**config.mk**
```make
export PLATFORM = sky130hd
export DESIGN_NAME = base_rev_stage
export DESIGN_NICKNAME = d
export VERILOG_FILES = /design/src/rtl/base_rev_stage.sv
export SDC_FILE = /design/constraint.sdc
export NUM_CORES = 1
export LEC_CHECK = 0
export BUFFER_PORTS_ARGS = -buffer_cell sky130_fd_sc_hd__buf_2
export CAP_MARGIN = 20
export CORE_ASPECT_RATIO = 1.25
export CORE_MARGIN = 2
export CORE_UTILIZATION = 55
export CTS_BUF_LIST = sky130_fd_sc_hd__clkbuf_16
export CTS_CLUSTER_SIZE = 28
export DETAILED_ROUTE_END_ITERATION = 7
export PLACE_DENSITY = 0.81
export SLEW_MARGIN = 15
export SYNTH_ARGS = -nofsm -noshare
export SYNTH_HDL_FRONTEND = slang
export SYNTH_SLANG_ARGS = --single-unit
export TNS_END_PERCENT = 50
```
**constraint.sdc**
```tcl
create_clock -name clk -period 3.17 [get_ports clk]
set_input_delay 0.634 -clock clk [delete_from_list [all_inputs] [get_ports clk]]
set_output_delay 0.634 -clock clk [all_outputs]
set_load 0.02 [all_outputs]
```
**src/rtl/base_rev_stage.sv**
```systemverilog
// Registered, flow-controlled granule-reversal stage on a [0:width-1] bus.
// A main register plus one skid register give full throughput with a registered i_r.
module base_rev_stage #(
  parameter int width = 32,
  parameter int gran  = 8
) (
  input  logic             clk,
  input  logic             reset_n,
  input  logic             i_v,
  output logic             i_r,
  input  logic             i_rev,
  input  logic [0:width-1] i_d,
  output logic             o_v,
  input  logic             o_r,
  output logic [0:width-1] o_d
);

  localparam int NGRAN = (gran > 0) ? (width / gran) : 1;

  generate
    if (gran < 1) begin : g_bad_gran
      $error("base_rev_stage: gran must be at least 1");
    end else if ((width % gran) != 0) begin : g_bad_width
      $error("base_rev_stage: width must be a multiple of gran");
    end
  endgenerate

  // Encoding chosen so o_v and skid_v are direct state-register bits.
  typedef enum logic [1:0] {
    ST_EMPTY = 2'b00,
    ST_ONE   = 2'b01,
    ST_FULL  = 2'b11
  } state_t;

  state_t             state_r;
  state_t             state_s;
  logic [0:width-1]   main_d_r;
  logic [0:width-1]   main_d_s;
  logic [0:width-1]   skid_d_r;
  logic [0:width-1]   skid_d_s;
  logic [0:width-1]   in_word_s;
  logic               skid_v_s;
  logic               acc_s;
  logic               tak_s;

  function automatic logic [0:width-1] rev_granules(input logic [0:width-1] d);
    logic [0:width-1] r;
    r = d;
    for (int j = 0; j < NGRAN; j++) begin
      for (int b = 0; b < gran; b++) begin
        r[j*gran + b] = d[(NGRAN-1-j)*gran + b];
      end
    end
    return r;
  endfunction

  assign o_v       = state_r[0];
  assign skid_v_s  = state_r[1];
  assign o_d       = main_d_r;
  assign i_r       = reset_n & ~skid_v_s;
  assign acc_s     = i_v & i_r;
  assign tak_s     = o_v & o_r;
  assign in_word_s = i_rev ? rev_granules(i_d) : i_d;

  // Next-state and storage-update decode for the main/skid pair.
  always_comb begin
    state_s  = state_r;
    main_d_s = main_d_r;
    skid_d_s = skid_d_r;
    case (state_r)
      ST_EMPTY: begin
        if (acc_s) begin
          main_d_s = in_word_s;
          state_s  = ST_ONE;
        end else begin
          state_s  = ST_EMPTY;
        end
      end
      ST_ONE: begin
        if (acc_s && tak_s) begin
          main_d_s = in_word_s;
          state_s  = ST_ONE;
        end else if (acc_s) begin
          skid_d_s = in_word_s;
          state_s  = ST_FULL;
        end else if (tak_s) begin
          state_s  = ST_EMPTY;
        end else begin
          state_s  = ST_ONE;
        end
      end
      ST_FULL: begin
        if (tak_s) begin
          main_d_s = skid_d_r;
          state_s  = ST_ONE;
        end else begin
          state_s  = ST_FULL;
        end
      end
      default: begin
        state_s  = ST_EMPTY;
      end
    endcase
  end

  // State and data registers with synchronous active-low reset.
  always_ff @(posedge clk) begin
    if (!reset_n) begin
      state_r  <= ST_EMPTY;
      main_d_r <= {width{1'b0}};
      skid_d_r <= {width{1'b0}};
    end else begin
      state_r  <= state_s;
      main_d_r <= main_d_s;
      skid_d_r <= skid_d_s;
    end
  end

endmodule

```
* After elaboration in Yosys (flattened, before gate mapping) *
Cells that the tools add are included.

storage, ports and cells
  bits in registers = 66
  input bits = 37
  output and inout bits = 34
  word-level logic and storage cells = 29

cells by class
  equality and inequality tests = 5
  muxes and demuxes = 11
  bitwise gates (word level) = 5
  reductions and logical operators = 5

operators with widths
  kind                count
  $mux 32             4
  $pmux 32 s3         1
  $mux 2              3
  $ne 2x2->1 const B  3
  $pmux 2 s3          1
  $reduce_and 4->1    1
  $and 1x1->1         3
  $reduce_and 3->1    1
  $reduce_bool 3->1   1
  $eq 2x1->1 const B  1
  $eq 2x2->1 const B  1
  $logic_not 2->1     1
  $mux 1              2
  $not 1->1           2
  $logic_and 1x1->1   1

* Logic depth before layout (Yosys ltp) *
  depth after elaboration = 6
  gate-level depth with buffers = 7
  mapped depth without buffers = 6

* Least setup slack after synthesis *
No wires, ideal clock.

  path kind = input to output
  from = input reset_n
  to = output i_r
  arrival = 1.424 ns
  required time = 2.536 ns
  slack = 1.112 ns
  cell stages on the path = 3
  buffers on the path = 2
  cell sequence = buf_2 -> clkbuf_1 -> nor2b_1

between the ends
  cells in the longest elaborated chain, start to end = 1

ends and longest elaborated chain
  item                line  RTL
  start: declaration  8     input logic reset_n,
  $and 1x1->1         60    assign i_r = reset_n & ~skid_v_s;
  end: declaration    10    output logic i_r,

Every way passes these cells.

* Final worst setup path *
  from = input reset_n
  to = register main_d_r (netlist bit o_d[28])

between the ends
  cells in the longest elaborated chain, start to end = 5
  elaborated cells between the ends (all ways) = 6
  those cells by class = 2 x eq/ne; 2 x bitwise; 2 x reduce/logical

ends and longest elaborated chain
  item                        line  RTL
  $and 1x1->1                 60
  $and 1x1->1                 61    assign acc_s = i_v & i_r;
  $logic_and 1x1->1           80    if (acc_s && tak_s) begin
  $ne 2x2->1 (no line)        n/a
  $reduce_and 4->1 (no line)  n/a
  end signal: assignment      110   main_d_r <= {width{1'b0}};
  end signal: assignment      114   main_d_r <= main_d_s;
  end: declaration            37    logic [0:width-1] main_d_r;

Several ways; a longest one is shown, not always the timed one.
A chain may end at the register's enable or synchronous reset.

==> impl_metrics.json <==
{
  "worstHoldEndpoint": "o_d[22]$_SDFFE_PN0P_",
  "antenna_found_initial": 0,
  "nets": 471,
  "coreArea_mm2": 0.005480,
  "fin_crit_sh": 0.6767,
  "drive_gt1_frac": 0.2120,
  "r2r-end": "o_d[28]$_SDFFE_PN0P_",
  "synth_area_per_cell_um2": 8.256,
  "syn_nets": 422,
  "pre_cts_slack_ps": 787.4,
  "gr-usage-all-layers": 0.2371,
  "arrival_ps": 2390,
  "pin_count": 71,
  "critPathMaxFanout": 32,
  "ant_nets": 0,
  "async_flop_share": 0,
  "synth_top_family_by_area": "compound AO/OA/AOI/OAI gates",
  "path_class": "in -> reg",
  "clock_path_buffers": 2,
  "vias": 2861,
  "cts_num_sinks": 66,
  "drv_slew": 0,
  "routed_wl_um": 7038,
  "htree_levels": 3,
  "clock-root-buffer": "clkbuf_16",
  "cts_resized": 0,
  "synth-xor-area-share": 0,
  "die_h_um": 88.55,
  "synthCells": 381,
  "path_clk_slew_ps": 50,
  "status": "complete, no violations",
  "n_fill_cell": 442,
  "end_kind": "register",
  "cp.required_ps": 3410,
  "max_stage_delay_ps": 390,
  "diodes": 0,
  "critPathSlowestCell": "buf_2",
  "powerDensity_mw_per_mm2": 578.3,
  "synthAdderAreaFrac": 0.01591,
  "slew_headroom": 0.4177,
  "worst_pin_slew_ps": 873.4,
  "rrSetupSlack_ps": 1130,
  "hold_class": "reg -> reg",
  "die_w_um": 71.64,
  "dp_hpwl_um": 4695,
  "rows": 30,
  "setup_viol": 0,
  "whs_ps": 450.1,
  "worstHoldStart": "o_d[22]$_SDFFE_PN0P_",
  "synth_edf_count": 0,
  "power_mw": 2.175,
  "clk_latency_ps": 320,
  "numPortBuffers": 70,
  "cts_hold_buf": 0,
  "cts_buffers": 9,
  "grt_pass1_vias": 2491,
  "vias_per_cell": 5.745,
  "dieArea_mm2": 0.006344,
  "synth_compound_area_frac": 0.2160,
  "drt-pass1-iter-count": 5,
  "wl_per_cell_um": 14.13,
  "cts_setup_buffers": 0,
  "min_path_cells": 2,
  "cts_tree": "built",
  "grt_max_degree": 72,
  "gp_congestion": 0.8139,
  "worstReg2RegStart": "state_r[0]$_SDFF_PN0_",
  "crit_buf_inv": 2,
  "fin_setup_tns_ps": 0,
  "yosysWarnings": 0,
  "critPathLaunchType": "input port",
  "ff2ff_path_depth": 6,
  "ir_drop_mv": 0.3945,
  "rsz0062_at_grt": "false",
  "drv_cap": 0,
  "fmax_mhz": 466.2,
  "final_cell_mix": "nand2_1, buf_2, dfxtp_1",
  "drt-initial-drc-count": 291,
  "cp_top_family": "buffers and inverters",
  "syn_to_final_growth_pct": 19.57,
  "leakage_nw": 1.922,
  "yosysUniqueCellTypes": 21,
  "drc": 0,
  "setup_ws_ps": 1025,
  "grt_remaining_overflow": 0,
  "grt_pass1_wl_um": 11850,
  "cp_cell_sequence": "buf_2 -> nand3b_1 -> a222oi_1 -> buf_4 -> nand4_1 -> o21ai_1",
  "fin_util": 0.6863,
  "muxShareOfSynthArea": 0.1018,
  "synthSimpleGateAreaFrac": 0.1945,
  "synthFlopType": "dfxtp_1",
  "hold_viol_final": 0,
  "netlist_area_mm2": 0.003146,
  "start_util": 0.5740,
  "finClkSkew_ps": 3.574,
  "seq_area_frac_synth": 0.4200,
  "min_period_ps": 2145,
  "synth-seq-cells": 66,
  "mostFrequentLayoutCell": "nand2_1"
}
[tightest hold or removal path: stages (launching register included)]
cell and delay, ps:
dfxtp_1 300, nand2_1 60, o21ai_1 50
[stage by stage]
step	cell area (µm²)	std cells
after global routing	3761	498
final	3761	498
after floorplan	3146	381
after global placement	3477	483
after CTS	3761	498
after detailed placement	3477	483
[power breakdown]
part	internal (mW)	switching, mW	leakage, nW	total (mW)
logic	0.114	0.212	1.25	0.327
clock network	0.597	0.336	0.136	0.933
registers	0.886	0.0291	0.537	0.915
total	1.60	0.578	1.92	2.17
[per-layer routing]
metal,track usage,up-vias,wire length [µm]
met4,0.09262,0,102
met2,0.3460,89,3204
met5,0,-,0
met3,0.03189,9,387
li1,-,1452,-
met1,0.3547,1311,3345
[cells by family after synthesis]
kind of cell,count (synthesis)
compound gates,102
buf+inv,41
flops,66
fa+ha+maj,4
simple gates,136
mux,32
[state kept, by name (all words and copies together), names as in the netlist]
signal / flops
skid_d_r: 32
state_r: 2
o_d: 32
[cell usage after synthesis, types with 2 or more instances]
cell type / number / share of area
ha_1: 4 / 0.016
buf_1: 5 / 0.0060
buf_2: 7 / 0.011
clkbuf_1: 26 / 0.031
nand4_1: 32 / 0.064
inv_1: 3 / 0.0036
o21ai_1: 11 / 0.018
o21ai_0: 54 / 0.086
mux2i_1: 32 / 0.10
o211a_1: 32 / 0.10
nand2_1: 97 / 0.12
dfxtp_1: 66 / 0.42
a21oi_1: 2 / 0.0032
nor2b_1: 3 / 0.0060
[final cells by class]
class	instances	area [µm²]	share of cell area
multi-input cells	274	1669	0.4438
clock inverters	6	58.81	0.01564
well taps	64	80.08	0.02129
repair buffers	76	395.4	0.1051
clock buffers	9	225.2	0.05988
flip-flops and latches	66	1321	0.3513
inverters	3	11.26	0.002994
[worst max-delay path by stage]
stage               startpoint                    to  slack, ps  cells past startpoint
finish                 reset_n  o_d[28]$_SDFFE_PN0P_       1030                      6
global placement       reset_n  o_d[15]$_SDFFE_PN0P_        890                      6
floorplan              reset_n                   i_r       1110                      3
detailed placement     reset_n   o_d[5]$_SDFFE_PN0P_        790                      6
CTS                    reset_n  o_d[28]$_SDFFE_PN0P_       1040                      6
global route           reset_n  o_d[28]$_SDFFE_PN0P_        820                      6
Note: power is estimated with default switching activity, not from simulation.
